`config.mk`:
```
export PLATFORM = sky130hd
export DESIGN_NAME = reram_pulse_seq
export DESIGN_NICKNAME = d
export VERILOG_FILES = /design/src/rtl/reram_seq_pkg.sv /design/src/rtl/reram_seq_timer.sv /design/src/rtl/reram_pulse_seq.sv
export SDC_FILE = /design/constraint.sdc
export NUM_CORES = 1
export LEC_CHECK = 0
export BUFFER_PORTS_ARGS = -buffer_cell sky130_fd_sc_hd__buf_2
export CAP_MARGIN = 10
export CORE_MARGIN = 4
export CORE_UTILIZATION = 40
export CTS_BUF_LIST = sky130_fd_sc_hd__clkbuf_8
export DETAILED_ROUTE_END_ITERATION = 16
export SLEW_MARGIN = 5
export SYNTH_ARGS = -nofsm -noshare
export SYNTH_HDL_FRONTEND = slang
export SYNTH_SLANG_ARGS = --single-unit
export TNS_END_PERCENT = 30
```
`constraint.sdc`:
```
create_clock -name wb_clk_i -period 2.19 [get_ports wb_clk_i]
set_input_delay 0.1095 -clock wb_clk_i [delete_from_list [all_inputs] [get_ports wb_clk_i]]
set_output_delay 0.1095 -clock wb_clk_i [all_outputs]
set_load 0.03 [all_outputs]
```
`src/rtl/reram_seq_pkg.sv`:
```
// Shared encodings and default timing constants for the ReRAM pulse sequencer.
package reram_seq_pkg;

    localparam int SETTLE_CYCLES_DEF = 4;
    localparam int DEAD_CYCLES_DEF   = 2;
    localparam int WIDTH_W_DEF       = 8;

    typedef enum logic [1:0] {
        OP_READ    = 2'b00,
        OP_SET     = 2'b01,
        OP_RESET   = 2'b10,
        OP_ILLEGAL = 2'b11
    } op_e;

    typedef enum logic [2:0] {
        ST_IDLE      = 3'd0,
        ST_PRECHARGE = 3'd1,
        ST_DEAD1     = 3'd2,
        ST_PULSE     = 3'd3,
        ST_DEAD2     = 3'd4,
        ST_DONE      = 3'd5
    } state_e;

    function automatic int max_int(input int a, input int b);
        return (a > b) ? a : b;
    endfunction

    function automatic logic cmd_rejected(input logic [1:0] op, input logic zero_width);
        return (op == OP_ILLEGAL) || zero_width;
    endfunction

endpackage

```
`src/rtl/reram_seq_timer.sv`:
```
// Loadable saturating down-counter; last is high while the count equals 1.
module reram_seq_timer #(
    parameter int CW = 8
) (
    input  logic          clk,
    input  logic          rst,
    input  logic          load,
    input  logic [CW-1:0] load_val,
    output logic          last
);

    logic [CW-1:0] count_r;

    // Count register: load wins, otherwise decrement and stop at zero.
    always_ff @(posedge clk) begin
        if (rst) begin
            count_r <= '0;
        end else if (load) begin
            count_r <= load_val;
        end else if (count_r != '0) begin
            count_r <= count_r - {{(CW-1){1'b0}}, 1'b1};
        end else begin
            count_r <= count_r;
        end
    end

    assign last = (count_r == {{(CW-1){1'b0}}, 1'b1});

endmodule

```
`src/rtl/reram_pulse_seq.sv`:
```
// ReRAM column-driver pulse sequencer: precharge, dead time, SET/RESET pulse, dead time, done.
// Optional abort input enabled by defining RERAM_SEQ_ABORT_EN.
module reram_pulse_seq
    import reram_seq_pkg::*;
#(
    parameter int SETTLE_CYCLES = SETTLE_CYCLES_DEF,
    parameter int DEAD_CYCLES   = DEAD_CYCLES_DEF,
    parameter int WIDTH_W       = WIDTH_W_DEF
) (
    input  logic               wb_clk_i,
    input  logic               wb_rst_i,
`ifdef RERAM_SEQ_ABORT_EN
    input  logic               abort_i,
`endif
    input  logic               cmd_valid_i,
    output logic               cmd_ready_o,
    input  logic [1:0]         cmd_op_i,
    input  logic [WIDTH_W-1:0] cmd_width_i,
    output logic               sw_ref_o,
    output logic               sw_c_plus_o,
    output logic               sw_c_minus_o,
    output logic               busy_o,
    output logic               done_o,
    output logic               err_o
);

    localparam int CW = max_int(8, WIDTH_W);
    localparam logic [CW-1:0] SETTLE_LD = CW'(SETTLE_CYCLES);
    localparam logic [CW-1:0] DEAD_LD   = CW'(DEAD_CYCLES);

    state_e               state_r, state_next;
    op_e                  op_r, op_next;
    logic [WIDTH_W-1:0]   width_r;
    logic                 tmr_load_s;
    logic [CW-1:0]        tmr_val_s;
    logic                 tmr_last_s;
    logic                 accept_s, reject_s, abort_s, abort_go_s;
    logic                 abort_pend_r;
    logic                 sw_ref_r, sw_c_plus_r, sw_c_minus_r;
    logic                 busy_r, done_r, err_r, ready_r;

`ifdef RERAM_SEQ_ABORT_EN
    assign abort_s = abort_i;
`else
    assign abort_s = 1'b0;
`endif

    reram_seq_timer #(.CW(CW)) u_timer (
        .clk      (wb_clk_i),
        .rst      (wb_rst_i),
        .load     (tmr_load_s),
        .load_val (tmr_val_s),
        .last     (tmr_last_s)
    );

    // Next-state, phase-counter load and command accept/reject decode.
    always_comb begin
        state_next = state_r;
        op_next    = op_r;
        tmr_load_s = 1'b0;
        tmr_val_s  = '0;
        accept_s   = 1'b0;
        reject_s   = 1'b0;
        abort_go_s = 1'b0;
        case (state_r)
            ST_IDLE, ST_DONE: begin
                if (cmd_valid_i && ready_r) begin
                    if (cmd_rejected(cmd_op_i, cmd_width_i == '0)) begin
                        reject_s   = 1'b1;
                        state_next = ST_IDLE;
                    end else begin
                        accept_s   = 1'b1;
                        op_next    = op_e'(cmd_op_i);
                        state_next = ST_PRECHARGE;
                        tmr_load_s = 1'b1;
                        tmr_val_s  = (op_e'(cmd_op_i) == OP_READ) ? CW'(cmd_width_i) : SETTLE_LD;
                    end
                end else begin
                    state_next = ST_IDLE;
                end
            end
            ST_PRECHARGE, ST_DEAD1, ST_PULSE: begin
                if (abort_s) begin
                    abort_go_s = 1'b1;
                    state_next = ST_DEAD2;
                    tmr_load_s = 1'b1;
                    tmr_val_s  = DEAD_LD;
                end else if (tmr_last_s) begin
                    tmr_load_s = 1'b1;
                    if (state_r == ST_DEAD1) begin
                        state_next = ST_PULSE;
                        tmr_val_s  = CW'(width_r);
                    end else if ((state_r == ST_PRECHARGE) && (op_r != OP_READ)) begin
                        state_next = ST_DEAD1;
                        tmr_val_s  = DEAD_LD;
                    end else begin
                        // READ skips the pulse: its Vref phase is the sense window.
                        state_next = ST_DEAD2;
                        tmr_val_s  = DEAD_LD;
                    end
                end else begin
                    state_next = state_r;
                end
            end
            ST_DEAD2: begin
                if (tmr_last_s) begin
                    state_next = ST_DONE;
                end else begin
                    state_next = ST_DEAD2;
                end
            end
            default: begin
                state_next = ST_IDLE;
            end
        endcase
    end

    // State and output registers; outputs are decoded from the next state so they align with it.
    always_ff @(posedge wb_clk_i) begin
        if (wb_rst_i) begin
            state_r      <= ST_IDLE;
            op_r         <= OP_READ;
            width_r      <= '0;
            abort_pend_r <= 1'b0;
            sw_ref_r     <= 1'b0;
            sw_c_plus_r  <= 1'b0;
            sw_c_minus_r <= 1'b0;
            busy_r       <= 1'b0;
            done_r       <= 1'b0;
            err_r        <= 1'b0;
            ready_r      <= 1'b1;
        end else begin
            state_r <= state_next;
            op_r    <= op_next;
            if (accept_s) begin
                width_r      <= cmd_width_i;
                abort_pend_r <= 1'b0;
            end else if (abort_go_s) begin
                abort_pend_r <= 1'b1;
            end else begin
                abort_pend_r <= abort_pend_r;
            end
            sw_ref_r     <= (state_next == ST_PRECHARGE);
            sw_c_plus_r  <= (state_next == ST_PULSE) && (op_next == OP_SET);
            sw_c_minus_r <= (state_next == ST_PULSE) && (op_next == OP_RESET);
            busy_r       <= (state_next != ST_IDLE) && (state_next != ST_DONE);
            ready_r      <= (state_next == ST_IDLE) || (state_next == ST_DONE);
            done_r       <= (state_next == ST_DONE);
            err_r        <= reject_s || ((state_next == ST_DONE) && abort_pend_r);
        end
    end

    assign cmd_ready_o  = ready_r;
    assign sw_ref_o     = sw_ref_r;
    assign sw_c_plus_o  = sw_c_plus_r;
    assign sw_c_minus_o = sw_c_minus_r;
    assign busy_o       = busy_r;
    assign done_o       = done_r;
    assign err_o        = err_r;

endmodule

```
==> results of run 1 <==
## path summary, 6_finish.rpt
kind | slack, ps | start | cells after the start | endpoint
setup reg to reg | 90 | u_timer.count_r[3] | 5 | busy_o
hold reg to reg | 460 | width_r[1] | 2 | width_r[1]
hold / removal | 100 | cmd_width_i[2] | 3 | width_r[2]
setup / recovery | 90 | u_timer.count_r[3] | 5 | busy_o
## layer usage
| metal | vias to the layer above | wire length (um) |
|---|---|---|
| li1 | 633 | - |
| met2 | 31 | 1520 |
| met4 | 0 | 40 |
| met1 | 582 | 1520 |
| met5 | - | 0 |
| met3 | 4 | 138 |
## cell usage in the layout (no fill, tap or decap), drive strengths merged, types with 2 or more instances in the layout
| cell | instances |
|---|---|
| mux2i | 2 |
| inv | 5 |
| nand2 | 28 |
| nor2 | 11 |
| dfxtp | 28 |
| a211oi | 3 |
| nand3b | 4 |
| nor2b | 2 |
| a22oi | 4 |
| nor4 | 3 |
| a21oi | 21 |
| ha | 2 |
| nor3 | 6 |
| clkbuf | 3 |
| or3 | 3 |
| or4 | 4 |
| xnor2 | 5 |
| buf | 33 |
| xor2 | 2 |
## flip-flops by register name, summed over array words and instances, names as in the netlist
name	flops
busy_o	1
cmd_ready_o	1
done_o	1
err_o	1
op_r	2
state_r	3
sw_c_minus_o	1
sw_c_plus_o	1
sw_ref_o	1
u_timer.count_r	8
width_r	8
## cells by family (layout without fill, tap and decap cells)
group                      count (synthesis)  count (layout)  share of synthesized area
buffers and inverters                     16              41                     0.0458
AOI/OAI and AO/OA                         43              43                      0.221
adders and majority gates                  2               2                     0.0180
muxes                                      2               2                     0.0144
and+or+nand+nor                           67              67                      0.255
DFF                                       28              28                      0.402
xor gates and xnor gates                   7               7                     0.0440
## area by class of cell
class,instances,share of cell area
sequential,28,0.339
multi-input combinational,121,0.468
timing repair buffer,33,0.121
inverter,5,0.0114
tap,46,0.0348
clock buffer,3,0.0250
## critical path, cell delays in order, from the launching register on
cell and delay, ps:
sky130_fd_sc_hd__dfxtp_1 350, sky130_fd_sc_hd__or4_4 580, sky130_fd_sc_hd__or3_4 370, sky130_fd_sc_hd__a2111oi_0 450
sky130_fd_sc_hd__buf_4 190, sky130_fd_sc_hd__a211oi_1 40
## metrics by stage
step | power (uW) | hold WS, ps | utilization | setup slack [ps] | setup TNS (ps)
floorplan | 1170 | 245 | - | 20.9 | 0
global route | 1790 | 98.3 | 0.491 | -19.6 | -31.8
finish | 1660 | 97.5 | 0.491 | 90.4 | 0
CTS | 1650 | 92.4 | 0.490 | 20.2 | 0
global placement | 1350 | 374 | 0.478 | 20.3 | 0
detailed placement | 1380 | 384 | 0.478 | 40.6 | 0
## power breakdown
group	leakage [uW]	internal, uW	switching, uW
clock	0.0000216	123	150
combinational	0.000410	343	391
sequential	0.000229	589	64.0
total	0.000661	1050	605
==> summary by stage, run 1 <==
Floorplanning
The die is 67.0 um tall. The floorplan has 21 rows. The total I/O pin count is 20.

The area of the core is ~3400 um2. In this run the horizontal extent of the chip is 67.0 um. The full die area is 4490 um2. The initial cell density of the core is 0.414.

Global route
For met2 alone, demand over resource in global routing was 0.252. For this run, the total global-route usage over all layers was measured as 0.155. The number of global-route vias before repair was around 1200. For met3 alone, demand over resource in global routing was 0.0219. The layer carrying the most global-route usage is met2. The first global-routing pass estimated between 5000 and 6000 um of wire. The initial antenna violation count came to 0. For this run, global-route usage on met1 was measured as 0.215.

Entering global routing, the biggest net connects 20 pins. For this run the aggregate overflow at the end of global routing stands at 0.

Drt
The post-route DRC violation count is 0. The first routing iteration left 83 violations. The routed wire length is 3220 um. The count of nets left with antenna violations once routing finished came out at 0. The post-detailed-route via-to-cell ratio is 5.30. The wire length per cell after detailed routing is about 14 um.

The count of vias placed by the detailed router is 1250. The count of TritonRoute iterations in the first routing pass is 4.

Final layout
In the final layout, flip-flops and latches occupy between 500 and 600 um2. The non-filler instance count after layout is around 240. In the final layout, the share of cells above drive strength 1 is 0.253. The repair_antennas step left the layout with diodes totalling 0. The final net count is 207.

The final design area excluding fillers is between 1500 and 2000 um2. The area growth from synthesis to layout is 18.5%. The area taken by multi-input logic gates is 773 um2. The filler cell count is 368.

Run status
The flow ran to the end, and the final reports show no timing, DRC or antenna violations.

Clock tree
After clock tree synthesis, the repair step resized 0 gates. The root buffer cell chosen for the clock tree is sky130_fd_sc_hd__clkbuf_8. The clock tree buffer depth is 2.

CTS saw 28 sinks. The CTS tree is yes. The number of hold buffers added after CTS was 0. The number of setup buffers added after CTS is 0. Clock-pin slew was measured on the worst setup and hold paths at about 90 ps. In this run, CTS created clock tree buffers numbering 3. CTS built an H-tree with a depth of 1. The clock latency reported for the late side of the worst-skew pair is 270 ps.

Synthesis
The mapped netlist covers 1390 um2. For this run, the register share of the synthesized area comes to 0.402. The biggest area contributor in the post-synthesis netlist is sky130_fd_sc_hd__dfxtp_1.

The number of distinct standard cells referenced by the synthesized netlist is 46. Ranked by total cell area, the synthesized netlist is headed by sky130_fd_sc_hd__dfxtp_1 (40%), sky130_fd_sc_hd__a21oi_1 (7.5%), sky130_fd_sc_hd__nand2_1 (7.5%), sky130_fd_sc_hd__xnor2_1 (3.1%), sky130_fd_sc_hd__nor2_1 (3.0%). The share of synthesized area in the top cell type comes to 0.402. In this run the mean area of a mapped cell was 8.45 um2. After synthesis the netlist holds a flip-flop and latch count of 28. Of all flip-flops after synthesis, the portion carrying an async set or reset was 0. After technology mapping, the gate count stands at 165.

The warning count from the yosys run is 0. The total nets after synthesis is 180. The number of synthesized flops with an enable pin is 0. By count the netlist is led by sky130_fd_sc_hd__dfxtp_1 (28), sky130_fd_sc_hd__nand2_1 (28), sky130_fd_sc_hd__a21oi_1 (21). The primary flip-flop cell chosen by synthesis mapping is sky130_fd_sc_hd__dfxtp_1.

Timing
The upper clock frequency limit is 476 MHz. The number of pins with negative max-slew slack in the final report was 0. Setup repair after global routing could not meet its margin everywhere. The maximum clock skew at final layout is 2.12 ps. The final-report hold violation count is 0.

Dividing the final minimum period by the clock period gives 0.959. The time the final worst path needs with I/O delays and setup is 2100 ps. The measured slew at the worst slew-check pin is a little over 400 ps. The worst-case headroom to the max-slew limit is 0.721.

Setup violations remaining at the end of the flow were counted as 0.

Place
The placed instances occupy a cell area of 1610 um2. The HPWL reported at the end of detailed placement is 2430 um. During placement, the flow inserted port buffers numbering 19. Routability-driven placement finished with a final weighted congestion of roughly 0.77.

Once placement completed, the tool counted placed cells totaling between 200 and 250.

Pwr
Across the VDD grid, the largest voltage drop is 0.469 mV. For this design the ratio of total power to cell area is 1010 nW/um2. The analysis attributes to cell leakage a power of 0.000661 uW.

Worst setup path
The worst setup path is launched from a register. The arrival time of data at the critical path endpoint is 2250 ps. Of all nets on the critical path, the largest fanout is 8. The kind of critical path is register to register. The sort of element at the end of the critical path is a register. For the worst setup path, the data required time is 2340 ps.

Job
The tool flagged a number of max-cap violations equal to 0.

Hold path
The class of the tightest hold or removal check is primary input to register.
(Power assumes the default switching activity.)
==> run 2, diff against run 1 <==
SETUP_SLACK_MARGIN = 0.5   (was default)
==> run 2 against run 1 <==
  * Core utilization is 2.8 points higher
  * Maximum frequency is 0.82% higher
  * Hold slack better by 3.2 ps
  * Power rose by 4.2%
  * Clock-buffer cell count stayed put
  * First-iteration DRC count decreased by 40%
==> summary by stage, run 2 (synthesized netlist as in run 1, its figures left out) <==
Hold path
The class of the tightest hold or removal check is primary input to register.

Drt
The count of vias placed by the detailed router is 1243. The number of DRC violations after detailed-routing iteration 0 is 50. The first detailed-routing pass took 4 iterations. The post-detailed-route via-to-cell ratio is 5.18. The routed wire length is ~3100 um. Dividing the detail-routed wire length by the instance count gives 13.1 um.

The number of antenna-violating nets in the routed design is 0. The post-route DRC violation count is 0.

Timing
Across all hold checks on the routed design, the worst slack comes to 101 ps. Timing would allow up to 480 MHz. The worst-case headroom to the max-slew limit is 0.765. Setup violations remaining at the end of the flow were counted as 0. On the final layout, the worst clock skew is 9.18 ps. For the final routed database, the setup TNS stands at 0 ps.

The final-report hold violation count is 0. The portion of the clock cycle consumed by the worst path in the final layout is 0.951. The time the final worst path needs with I/O delays and setup is 2080 ps. The number of pins with negative max-slew slack in the final report is 0. For the pin with the worst max-slew slack, the measured transition is 348 ps.

Setup repair after global routing could not meet its margin everywhere.

Final layout
The fraction of final layout cells with drive strength greater than 1 is 0.320. In the final layout, the multi-input gates occupy 833 um2. The number of antenna diodes in the final layout is 0.

The largest registers in the layout are u_timer.count_r: 8 flops, width_r: 8 flops, state_r: 3 flops. The filler cell count is 347. Relative to the synthesized area, the layout overhead comes to 25.1%. The final net count is 210. The top cell types in the final layout, fill and taps aside, are sky130_fd_sc_hd__nand2_1 (27), sky130_fd_sc_hd__dfxtp_1 (25), sky130_fd_sc_hd__a21oi_1 (20), sky130_fd_sc_hd__buf_2 (19), sky130_fd_sc_hd__buf_4 (17).

The library cell used most frequently in the layout, excluding fill and tap cells, is sky130_fd_sc_hd__nand2_1. The area taken by flip-flops and latches is between 500 and 600 um2.

Floorplanning
The total area inside the core boundary comes to 3360 um2. The vertical extent of the die is 67.0 um. The floorplan step defined a die boundary enclosing approximately 4500 um2. The die is roughly 67 um wide. The number of placement rows is 21. 20 I/O pins were placed. The initial cell density of the core is 0.414.

Run status
The run finished with clean final reports.

Clock tree
CTS built an H-tree with a depth of 1. Clock latency on the worst-skew pair, taken at its later pin, is 270 ps. The tree built by TritonCTS fans out to 28 sinks.

The CTS tree is yes. The clock passes through at most 2 buffers. The number of hold-repair buffers added at the cts stage is 0. The master cell of the clock root buffer is sky130_fd_sc_hd__clkbuf_8. After clock tree synthesis, the clock-pin slew on the worst setup and hold paths is 90 ps. TritonCTS created 3 clock buffers.

Global route
Entering global routing, the biggest net connects 20 pins. In the global route stage, overall resource usage came out at 0.152. The first global-routing pass estimated 5380 um of wire. The initial antenna violation count is 0. The number of global-route vias before repair was 1196.

The final global-route overflow total is 0.

Place
The placer congestion estimate is 0.769. The HPWL reported at the end of detailed placement is 2380 um. Buffers placed on the I/O ports in this run total 19.

Worst setup path
Data arrives at the worst endpoint at 2280 ps. The kind of critical path is register to register. The largest fanout on the critical path is 6. STA classifies the critical path endpoint as a register.

The kind of start point of the critical path is a register. The required time of the worst setup path is 2390 ps.

Pwr
Power spread over the standard cell area amounts to 992 nW/um2. Summing internal, switching and leakage power gives approximately 1700 uW. The highest ir drop seen on vdd is 0.511 mV. For this design the static power due to leakage is 0.000697 uW.

Job
The tool flagged a number of max-cap violations equal to 0.
run 2: changes by cell type in the layout (fill, tap and decap cells not counted), sizes merged:
cell  delta
buf      +3
inv      +1
run 2: area by class of cell:
type | instances | area share
Sequential cell | 28 | 0.325
Timing Repair Buffer | 36 | 0.128
Clock buffer | 3 | 0.0237
Tap cell | 46 | 0.0330
Clock inverter | 1 | 0.00215
Inverter | 5 | 0.0108
Multi-Input combinational cell | 121 | 0.478
run 2: repair_timing:
| item | CTS | global route |
|---|---|---|
| cloned | 0 | 0 |
| hold endpoints to repair | 0 | 0 |
| buffers inserted | 1 | 1 |
| resized for setup | 7 | 7 |
| pin swaps | 0 | 5 |
| setup endpoints to repair | 26 | 26 |
run 2: power by group:
part,leakage [uW],internal [uW],switching (uW)
combinational,0.000440,389,412
sequential,0.000230,592,58.8
clock,0.0000269,126,152
run 2: path summary, 6_finish.rpt:
kind / from / to / slack, ps / cells after the start
hold / removal: cmd_width_i[2] / width_r[2] / 100 / 3
setup / recovery: u_timer.count_r[2] / u_timer.count_r[4] / 110 / 6
hold reg to reg: width_r[3] / width_r[3] / 470 / 2
setup reg to reg: u_timer.count_r[2] / u_timer.count_r[4] / 110 / 6
run 2: stage by stage:
step                std cells  utilization  instance area (um2)  setup slack, ps
finish                    240        0.519                 1740              107
global route              240        0.519                 1740             38.3
CTS                       239        0.507                 1710              125
detailed placement        234        0.482                 1620             57.7
global placement          234        0.482                 1620             13.5
floorplan                 165            -                 1440              124
run 2: critical path, stage by stage, from the launching register on:
cell                      delay, ps
sky130_fd_sc_hd__dfxtp_2        330
sky130_fd_sc_hd__or4_4          570
sky130_fd_sc_hd__or3_4          370
sky130_fd_sc_hd__nor4b_4        330
sky130_fd_sc_hd__buf_4          200
sky130_fd_sc_hd__a22oi_1         70
sky130_fd_sc_hd__a21oi_1        150
run 2: routing by layer:
layer | GRT usage | up-vias | wire [um]
li1 | - | 642 | -
met1 | 0.209 | 579 | 1580
met2 | 0.243 | 20 | 1460
met3 | 0.0236 | 2 | 86
met4 | 0.0405 | 0 | 16
met5 | 0 | - | 0
==> run 3, diff against run 2 <==
CORE_ASPECT_RATIO = 1.25   (was default)
==> run 3 against run 2 <==
  * Die area is 0.14% higher
  * Sequential power increased by 4.1%
  * Routed wire length increased by 16%
  * Cell count fell by 1.7%
==> summary by stage, run 3 (synthesized netlist as in run 1, its figures left out) <==
Timing
The number of pins with negative max-slew slack in the final report is 0. The final-report hold violation count came to 0. After routing, the total negative slack on setup checks comes to 0 ps. Measured against its own limit, the worst slew margin works out to 0.733.

Across the routed clock network, the largest skew measured is 7.23 ps. The upper clock frequency limit is 488 MHz. For the pin with the worst max-slew slack, the measured transition is 395 ps. Counting I/O delays and the setup requirement, the final critical path takes 2050 ps. Setup repair after global routing could not meet its margin everywhere. In the finished design, the share of the clock period the worst path needs comes to 0.935. The final count of negative-setup-slack endpoints is 0.

Drt
The number of antenna-violating nets in the routed design is 0. The first TritonRoute pass finished after 4 iterations. The count of vias placed by the detailed router is between 1000 and 1500.

The post-detailed-route via-to-cell ratio is 5.57. The wire length per cell after detailed routing is about 15 um. In this run, the number of DRC markers left after iteration 0 of detailed routing was 60.

For this run, design rule violations remaining after detail routing come to 0. After detailed routing, the total wire length is 3650 um.

Global route
The met3 track utilization from global routing is 0.0295. The maximum number of pins on one net before global-route repair is 20. In the global route stage, met2 resource usage came out at 0.322. The number of global-route vias before repair is 1345. The wire length of the first global-routing pass is 5920 um. In the global route stage, met1 resource usage came out at 0.191. In the global route stage, overall resource usage came out at 0.171. After global routing the overflow that remains totals 0.

The global routing stage identified its most utilized layer as met2. The initial antenna violation count is 0.

Place
Including well taps, the total number of placed cells is between 200 and 250. The post-detailed-placement cell area is 1600 um2. The count of input and output buffers is 19. The HPWL reported at the end of detailed placement is 2590 um.

The congestion estimate from routability-driven global placement came to 0.828.

Clock tree
CTS saw 28 sinks. The clock-pin slew reported for the worst setup and hold paths after clock tree synthesis is 100 ps. The tree is rooted in a sky130_fd_sc_hd__clkbuf_8. The number of hold-repair buffers added at the cts stage is 0.

TritonCTS built the clock tree. The clock reaches the later pin of the worst-skew pair after 270 ps. The number of buffers added by the clock tree synthesis step is 3. Counting along the longest clock path gives a buffer depth of 2. The number of levels the H-tree was split into is 1.

Worst setup path
The sort of element at the end of the critical path is a register. On the worst path, the slowest cell contributes a delay of 560 ps. At the worst endpoint, the arrival time is 2210 ps. Counting both buffers and inverters, the worst setup path holds a total of 0. The number of cells on the critical path is 5. The critical path goes through or4_4 > or3_2 > mux2i_1 > a21oi_1 > o211a_1. In this run the critical register-to-register path is captured at sw_ref_o. The worst register-to-register path has a setup slack of between 100 and 150 ps. The worst-path cell with the longest stage delay is sky130_fd_sc_hd__or4_4. The largest fanout on the critical path is 5. On the critical path the largest part of the delay comes from simple AND/OR/NAND/NOR gates. The kind of critical path is register to register.

The kind of start point of the critical path is a register. The last element of the critical path is sw_ref_o. The required time of the worst setup path is 2360 ps. The count of cells along the worst register-to-register path is 5. The startpoint of the worst register-to-register path is u_timer.count_r[2]. In this run the worst setup path begins at u_timer.count_r[2].

Floorplanning
The number of placement rows is 23. The total I/O pin count is 20. The initial cell density of the core is 0.425.

After floorplanning, the core was sized to cover 3280 um2. The width of the die is roughly 61 um. The floorplan step defined a die boundary enclosing between 4000 and 5000 um2. The vertical extent of the die is 74 um.

Final layout
The final net count is 215. The leading cell type in the layout, fill and taps excluded is sky130_fd_sc_hd__nand2_1. Excluding fillers, the count of instances in the completed layout stands at ~240. Of the cells placed in the final design, the portion with a size suffix greater than 1 is 0.402. The top cell types in the final layout, fill and taps aside, are sky130_fd_sc_hd__nand2_1 (27), sky130_fd_sc_hd__a21oi_1 (21), sky130_fd_sc_hd__dfxtp_1 (21), sky130_fd_sc_hd__buf_4 (21), sky130_fd_sc_hd__buf_2 (19). Relative to the synthesized area, the layout overhead comes to 33.8%. The count of antenna diodes in the layout is 0.

Once layout is done, the placed cells without fillers occupy 1860 um2. The largest registers in the layout are u_timer.count_r: 8 flops, width_r: 8 flops, state_r: 3 flops. At the end of the flow the core is filled with cells to 0.568.

Pwr
The portion of total power attributed to sequential cells is 0.338. Of the total power, the share spent switching nets is 0.351. The combinational group share of total power is 0.459. The design internal power is 1300 uW. Summed over all nets, the switching power comes to ~700 uW. The reported leakage power is approximately 0.00075 uW. The highest ir drop seen on vdd is 0.676 mV. The share of total power dissipated in the clock network is 0.203. Power spread over the standard cell area amounts to 1070 nW/um2.

Job
Across the run, the number of max-cap violations was 0.

Hold path
The class of the tightest hold or removal check is primary input to register.

Run status
The run finished with clean final reports.
run 3: cell types whose count changed in the layout (fill, tap and decap cells not counted), sizes merged:
cell,delta
buf,+5
bufinv,+1
inv,-1
run 3: tightest hold or removal path, stage by stage:
cell,delay [ps]
sky130_fd_sc_hd__buf_2,110
sky130_fd_sc_hd__nand2_1,50
sky130_fd_sc_hd__a21oi_1,50
run 3: power by group through the flow:
stage,clock network (uW),registers [uW],logic [uW]
detailed placement,0,670,710
finish,406,678,919
floorplan,0,668,527
global route,438,690,1010
CTS,419,674,880
global placement,0,666,689
run 3: worst min-delay path by stage:
stage	start	to	slack [ps]	cells past startpoint
floorplan	cmd_width_i[1]	width_r[1]	250	2
global placement	cmd_width_i[5]	width_r[5]	380	3
detailed placement	cmd_width_i[4]	width_r[4]	380	3
CTS	cmd_width_i[4]	width_r[4]	80	3
global route	cmd_width_i[4]	width_r[4]	90	3
finish	cmd_width_i[4]	width_r[4]	90	3
run 3: metal layers:
metal / part of all wire / routed length [um] / vias up
li1: - / - / 651
met1: 0.40 / 1470 / 630
met2: 0.54 / 1970 / 25
met3: 0.036 / 133 / 8
met4: 0.022 / 80 / 0
met5: 0 / 0 / -
run 3: what timing repair did:
item / 4_1_cts / 5_1_grt
pin swaps: 8 / 1
endpoints found under the setup margin: 26 / 27
buffers inserted: 5 / 3
gates resized for setup: 28 / 5
run 3: metrics by stage:
step	power (uW)	setup slack (ps)	hold slack, ps
4_1_cts	1970	145	84.9
2_1_floorplan	1190	124	245
6_report	2000	141	93.9
3_5_place_dp	1380	8.99	383
3_3_place_gp	1360	43.8	378
5_1_grt	2140	39.6	88.1
run 3: area by class of cell:
| type | count | area [um2] |
|---|---|---|
| fill | 320 | 1420 |
| multi-input combinational | 121 | 885 |
| sequential | 28 | 577 |
| timing repair buffer | 41 | 264 |
| tap | 37 | 46.3 |
| clock buffer | 3 | 41.3 |
| clock inverter | 1 | 30.0 |
| inverter | 5 | 21.3 |
